$ cat config.mk
export PLATFORM = sky130hd
export DESIGN_NAME = mmio_bus
export DESIGN_NICKNAME = d
export VERILOG_FILES = /design/src/rtl/mmio_bus.sv
export SDC_FILE = /design/constraint.sdc
export NUM_CORES = 1
export LEC_CHECK = 0
export CAP_MARGIN = 10
export CORE_ASPECT_RATIO = 0.9
export CORE_UTILIZATION = 43
export DETAILED_ROUTE_END_ITERATION = 7
export PLACE_DENSITY_LB_ADDON = 0.25
export SLEW_MARGIN = 30
export SYNTH_ARGS = -nofsm -noshare
export SYNTH_HDL_FRONTEND = slang
export SYNTH_SLANG_ARGS = --single-unit
$ cat constraint.sdc
create_clock -name clk -period 3.84 [get_ports clk]
set_input_delay 1.152 -clock clk [delete_from_list [all_inputs] [get_ports clk]]
set_output_delay 1.152 -clock clk [all_outputs]
set_load 0.02 [all_outputs]
$ cat src/rtl/mmio_bus.sv
// mmio_bus: memory-mapped IO bus between the single-cycle CPU datapath and the
// board peripherals. It muxes load data between data memory and a 32-byte IO
// window and holds the LED/7-segment registers. It also provides switch
// synchronisers, button debouncing and sticky press flags that clear on read.
// Optional feature: define MMIO_TIMER_EN to build the free-running cycle timer
// at offset 0x1C. Without it, that offset reads 0 and ignores writes.
module mmio_bus #(
    parameter logic [31:0] BASE_ADDR    = 32'hFFFF0000,
    parameter int unsigned LED_W        = 8,
    parameter int unsigned SW_W         = 8,
    parameter int unsigned BTN_N        = 5,
    parameter int unsigned DEBOUNCE_CYC = 20000
) (
    input  logic              clk,
    input  logic              rst,
    input  logic              MemRead,
    input  logic              MemWrite,
    input  logic              ioRead,
    input  logic              ioWrite,
    input  logic [31:0]       addr_in,
    input  logic [31:0]       din,
    input  logic [31:0]       mem_rdata,
    output logic [31:0]       dout,
    input  logic [SW_W-1:0]   SWITCH,
    input  logic [SW_W-1:0]   switch,
    input  logic [BTN_N-1:0]  button,
    output logic [LED_W-1:0]  LED,
    output logic [LED_W-1:0]  led,
    output logic [31:0]       seg
);

    localparam int unsigned      CNT_W   = (DEBOUNCE_CYC > 2) ? $clog2(DEBOUNCE_CYC) : 1;
    localparam logic [CNT_W-1:0] CNT_MAX = CNT_W'(DEBOUNCE_CYC - 1);

    // Word index within the IO window (addr_in[4:2])
    localparam logic [2:0] OFF_LED_BIG = 3'd0;
    localparam logic [2:0] OFF_LED_LIT = 3'd1;
    localparam logic [2:0] OFF_SW_BIG  = 3'd2;
    localparam logic [2:0] OFF_SW_LIT  = 3'd3;
    localparam logic [2:0] OFF_BTN     = 3'd4;
    localparam logic [2:0] OFF_SEG     = 3'd5;
    localparam logic [2:0] OFF_FLAGS   = 3'd6;
`ifdef MMIO_TIMER_EN
    localparam logic [2:0] OFF_TIMER   = 3'd7;
`endif

    // Output and status registers
    logic [LED_W-1:0]            led_big_q, led_big_d;
    logic [LED_W-1:0]            led_lit_q, led_lit_d;
    logic [31:0]                 seg_q, seg_d;
    logic [BTN_N-1:0]            flags_q, flags_d;

    // Synchronisers and debounce state
    logic [SW_W-1:0]             sw_big_s1_q, sw_big_s1_d, sw_big_s2_q, sw_big_s2_d;
    logic [SW_W-1:0]             sw_lit_s1_q, sw_lit_s1_d, sw_lit_s2_q, sw_lit_s2_d;
    logic [BTN_N-1:0]            btn_s1_q, btn_s1_d, btn_s2_q, btn_s2_d;
    logic [BTN_N-1:0]            btn_stable_q, btn_stable_d;
    logic [BTN_N-1:0][CNT_W-1:0] btn_cnt_q, btn_cnt_d;

`ifdef MMIO_TIMER_EN
    logic [31:0]                 timer_q, timer_d;
`endif

    logic                        in_win_c;
    logic [2:0]                  reg_sel_c;
    logic                        wr_en_c;
    logic                        flag_rd_c;
    logic [31:0]                 io_rdata_c;
    logic                        unused_memwrite_c;

    // MemWrite is only meaningful to the external data memory
    assign unused_memwrite_c = MemWrite;

    assign LED = led_big_q;
    assign led = led_lit_q;
    assign seg = seg_q;

    // Address decode: exact, word-aligned hit inside the 32-byte IO window
    always_comb begin
        in_win_c  = (addr_in[31:5] == BASE_ADDR[31:5]) && (addr_in[1:0] == 2'b00);
        reg_sel_c = addr_in[4:2];
        wr_en_c   = ioWrite && in_win_c;
        // Flags are only consumed (and cleared) when IO data actually reaches dout
        flag_rd_c = ioRead && !MemRead && in_win_c && (reg_sel_c == OFF_FLAGS);
    end

    // IO read mux, zero-extended; unmapped offsets read 0
    always_comb begin
        io_rdata_c = 32'd0;
        if (in_win_c) begin
            case (reg_sel_c)
                OFF_LED_BIG: io_rdata_c = 32'(led_big_q);
                OFF_LED_LIT: io_rdata_c = 32'(led_lit_q);
                OFF_SW_BIG:  io_rdata_c = 32'(sw_big_s2_q);
                OFF_SW_LIT:  io_rdata_c = 32'(sw_lit_s2_q);
                OFF_BTN:     io_rdata_c = 32'(btn_stable_q);
                OFF_SEG:     io_rdata_c = seg_q;
                OFF_FLAGS:   io_rdata_c = 32'(flags_q);
`ifdef MMIO_TIMER_EN
                OFF_TIMER:   io_rdata_c = timer_q;
`endif
                default:     io_rdata_c = 32'd0;
            endcase
        end
    end

    // Load data select: data memory has priority over IO
    always_comb begin
        dout = 32'd0;
        if (MemRead) begin
            dout = mem_rdata;
        end else if (ioRead) begin
            dout = io_rdata_c;
        end
    end

    // Output register writes
    always_comb begin
        led_big_d = led_big_q;
        led_lit_d = led_lit_q;
        seg_d     = seg_q;
        if (wr_en_c) begin
            case (reg_sel_c)
                OFF_LED_BIG: led_big_d = din[LED_W-1:0];
                OFF_LED_LIT: led_lit_d = din[LED_W-1:0];
                OFF_SEG:     seg_d     = din;
                default:     ;
            endcase
        end
    end

    // Synchronisers, per-button debounce counters and sticky press flags
    always_comb begin
        sw_big_s1_d  = SWITCH;
        sw_big_s2_d  = sw_big_s1_q;
        sw_lit_s1_d  = switch;
        sw_lit_s2_d  = sw_lit_s1_q;
        btn_s1_d     = button;
        btn_s2_d     = btn_s1_q;
        btn_stable_d = btn_stable_q;
        btn_cnt_d    = btn_cnt_q;
        for (int i = 0; i < int'(BTN_N); i++) begin
            if (btn_s2_q[i] == btn_stable_q[i]) begin
                btn_cnt_d[i] = '0;
            end else if (btn_cnt_q[i] == CNT_MAX) begin
                btn_stable_d[i] = btn_s2_q[i];
                btn_cnt_d[i]    = '0;
            end else begin
                btn_cnt_d[i] = btn_cnt_q[i] + CNT_W'(1);
            end
        end
        // A new press wins over a same-edge clear so the event is not lost
        flags_d = flags_q;
        if (flag_rd_c) begin
            flags_d = '0;
        end
        flags_d = flags_d | (btn_stable_d & ~btn_stable_q);
    end

    // State registers with synchronous reset
    always_ff @(posedge clk) begin
        if (rst) begin
            led_big_q    <= '0;
            led_lit_q    <= '0;
            seg_q        <= '0;
            flags_q      <= '0;
            sw_big_s1_q  <= '0;
            sw_big_s2_q  <= '0;
            sw_lit_s1_q  <= '0;
            sw_lit_s2_q  <= '0;
            btn_s1_q     <= '0;
            btn_s2_q     <= '0;
            btn_stable_q <= '0;
            btn_cnt_q    <= '0;
        end else begin
            led_big_q    <= led_big_d;
            led_lit_q    <= led_lit_d;
            seg_q        <= seg_d;
            flags_q      <= flags_d;
            sw_big_s1_q  <= sw_big_s1_d;
            sw_big_s2_q  <= sw_big_s2_d;
            sw_lit_s1_q  <= sw_lit_s1_d;
            sw_lit_s2_q  <= sw_lit_s2_d;
            btn_s1_q     <= btn_s1_d;
            btn_s2_q     <= btn_s2_d;
            btn_stable_q <= btn_stable_d;
            btn_cnt_q    <= btn_cnt_d;
        end
    end

`ifdef MMIO_TIMER_EN
    // Free-running cycle timer; a write loads din and counting continues from it
    always_comb begin
        timer_d = timer_q + 32'd1;
        if (wr_en_c && (reg_sel_c == OFF_TIMER)) begin
            timer_d = din + 32'd1;
        end
    end

    // Timer register
    always_ff @(posedge clk) begin
        if (rst) begin
            timer_q <= '0;
        end else begin
            timer_q <= timer_d;
        end
    end
`endif

endmodule

==> reports/summary.txt <==
number of I/O pins = 203
# clock sinks = 175
initial antenna violation count = 2
Pleak = 3.865 nW
number of buffers created by CTS = 17
Longest Clk Path Bufs = 2
RSZ-0062 raised after global routing = yes
Slowest Stage Delay on Critical Path = 580 ps
H-tree Lvls = 4
Routed WL per cell = 15.78 microns
Final GP Congestion = 0.7943
Nets = 1,157
# hold bufs at CTS = 0
CP Cell Sequence = buf_6 > nand3b_1 > or4_4 > nor2_4 > and4_4 > buf_6 > buf_12 > a22o_1 > buf_6
final slew viol count = 0
layout cells sized above 1 = 15.26%
Ys Warns = 0
Final Core Density = 65.07%
CP dominant cell by count = buf_6
Post-Synth Simple-Gate Area = 26.01%
most common cell after layout, fill and taps aside = dfxtp_1
Fill cells = 1,340
Syn Inst Count = 807
DP Wirelength = 14.03 mm
largest net degree at the start of global routing = 70
Core Area = 16,300 sq um
compound-gate portion of the synthesized area = 8.319%
slowest stage cell, crit path = or4_4
port buffer count = 201
Root Buffer = clkbuf_16
Mapped Nets = 935
vias per inst = 5.010
die area = 17,380 sq um
Die H = 125.2 microns
CP arrival = 2850 ps
Worst-path clk slew = 60 ps
worst slew pin tran = 739.3 ps
critical setup path kind = input pin to primary output
row count = 44
switching pwr = 0.8859 mW
Peak supply drop = 0.0003348 V
Final Cycle Share = 104.3%
CP Capture Type = primary output
WHS Endpoint = sw_big_s2_q[0]$_SDFF_PP0_
Cell Pwr Density = 361.1 nW/um^2
mux cell area share after synthesis = 5.161%
Layout area overhead = 46.27%
DRT antenna net count = 0
Period minus WS final = 4006 ps
drt initial violations = 375
worst reg-to-reg setup slack = 1990 ps
sequential-to-total area share from yosys stat = 48.33%
FF+latch count, synth = 175
Max Fclk = 249.6 MHz
Req. time, crit path = 2690 ps
crit path max fanout = 6
Final Skew = 7.849 ps
Synth async-reset ratio = 0%
Pre-Repair DR Iteration Count = 6
largest area contributor in the netlist = dfxtp_1
power share of the combinational group = 8.8%
Via Count = 6,268
final setup vio count = 32
Die X = 138.9 microns
CTS tree = done
grt ovf = 0
largest family of logic cells by synthesized area = simple AND/OR/NAND/NOR gates
Place WS = -979.5 ps
vias in the first global route = 5,995
worst hold slack = 435.7 ps
synthesized area = 7249 sq um
# Max-Cap Violations = 0
xor and xnor area share after synthesis = 8.457%
first-pass GRT wire length = 31.62 mm
Global Route Usage Sum = 23.08%
Final Hold Fails = 0
Hold Crit Class = register to register
Post-synth EDFFs = 0
PnR worst setup slack = -166.3 ps
Reg2Reg Depth = 6
CP delay by family, top = simple AND/OR/NAND/NOR gates
Routed WL = 19.75 mm
Switching Fraction = 23.14%
Rel. slew slack = 50.71%
Clock Power Share = 43.1%
synth top area cells = dfxtp_1 48%, nor2_1 6.2%, nand2_1 5.7%, nor2b_1 4.5%, xor2_1 4.3%
internal power = 2.943 mW
Setup crit start kind = input pin
worst hold path depth = 1
Post-synth top flop = dfxtp_1
initial core utilization = 44.49%
Adder-Cell Fraction of Synth Area = 0.8630%
worst skew pair latency = 420 ps
outcome = finished, violations left
Mean Syn Cell Area = 8.983 sq um
RR Startpoint = btn_cnt_q[45]$_SDFF_PP0_
violated checks = setup timing
Synth cell types = 45
design area = 10,600 sq um
sequential power share = 48.1%
most frequent cells in the layout = 175 x dfxtp_1, 137 x clkdlybuf4s50_1, 118 x nor2_1, 111 x nand2_1, 51 x nor2b_1
FF-to-FF End = btn_cnt_q[49]$_SDFF_PP0_
placed cell area = 9784 sq um
worst path bufs/invs = 4
Worst Min Path Start = sw_big_s1_q[0]$_SDFF_PP0_
share of the synthesized area in the top cell type = 48.33%
Remaining DRCs = 0
-- power groups by stage --
stage,combinational [mW],sequential [mW],clock [mW]
finish,0.337,1.84,1.65
detailed placement,0.325,1.88,0
global placement,0.323,1.88,0
floorplan,0.125,1.88,0
CTS,0.331,1.84,1.68
global route,0.356,1.84,1.77
-- metal layers --
metal / global-route usage, % / wire (microns) / vias up
met5: 0 / 0 / -
met4: 9.216 / 407 / 0
met3: 4.749 / 847 / 28
met2: 36.04 / 9245 / 125
met1: 31.25 / 9246 / 2933
li1: - / - / 3182
-- worst reg2reg max path, stage by stage, from the launching register on --
cell     delay (ps)
dfxtp_1         380
ha_1            200
nand3_1         140
nor2_1          210
nand4_1         250
nand2_1         440
nor2_1          110
-- cells by family after synthesis --
group / Yosys count
DFF: 175
adders and majority gates: 5
buffers and inverters: 45
and+or+nand+nor: 390
AOI/OAI and AO/OA: 90
xor gates and xnor gates: 70
muxes: 32
-- sequential cells by signal, indices dropped and copies added (netlist names) --
signal	flops
sw_big_s1_q	8
sw_big_s2_q	8
btn_stable_q	5
btn_s2_q	5
flags_q	5
seg	32
led	8
btn_cnt_q	75
btn_s1_q	5
sw_lit_s2_q	8
sw_lit_s1_q	8
LED	8
-- worst max path at each step --
| stage | slack, ps | endpoint | start | cells past startpoint |
|---|---|---|---|---|
| floorplan | -80 | dout[0] | addr_in[0] | 6 |
| finish | -170 | dout[31] | addr_in[1] | 9 |
| global route | -220 | dout[31] | addr_in[0] | 9 |
| CTS | -150 | dout[31] | addr_in[0] | 9 |
| detailed placement | -980 | dout[31] | addr_in[20] | 8 |
| global placement | -950 | dout[31] | addr_in[20] | 8 |
-- cells in the mapped netlist (6+ instances only) --
| cell | number |
|---|---|
| inv_1 | 6 |
| xor2_1 | 36 |
| mux2i_1 | 25 |
| clkbuf_1 | 26 |
| a21oi_1 | 35 |
| nor4_1 | 6 |
| buf_2 | 7 |
| xnor2_1 | 34 |
| nand2_1 | 111 |
| dfxtp_1 | 175 |
| a22o_1 | 26 |
| nand4_1 | 17 |
| and3_1 | 14 |
| o21ai_0 | 9 |
| nand3_1 | 30 |
| nor3_1 | 13 |
| nor2_1 | 119 |
| nor2b_1 | 52 |
-- area by class of cell --
type                    instances  area [sq um]  area share (%)
inverters                       6         22.52          0.2124
diodes                          2         5.005         0.04720
multi-input cells             587          3826           36.08
repair buffers                242          2424           22.86
well taps                     207         259.0           2.442
clock buffers                  19         432.9           4.083
clock inverters                13         131.4           1.239
flip-flops and latches        175          3503           33.04
-- per-stage QoR --
stage | total power [mW] | instances | setup TNS (ps)
finish | 3.829 | 1251 | -3163
global route | 3.966 | 1251 | -4461
CTS | 3.855 | 1249 | -2300
detailed placement | 2.210 | 1208 | -29170
global placement | 2.208 | 1208 | -28910
floorplan | 2.008 | 807 | -603.5
-- repair_timing --
action / CTS / global route
pin swaps: 23 / 7
cloned: 3 / 0
buffers inserted: 8 / 0
setup endpoints to repair: 32 / 32
gates resized for setup: 277 / 12
(Power assumes the default switching activity.)
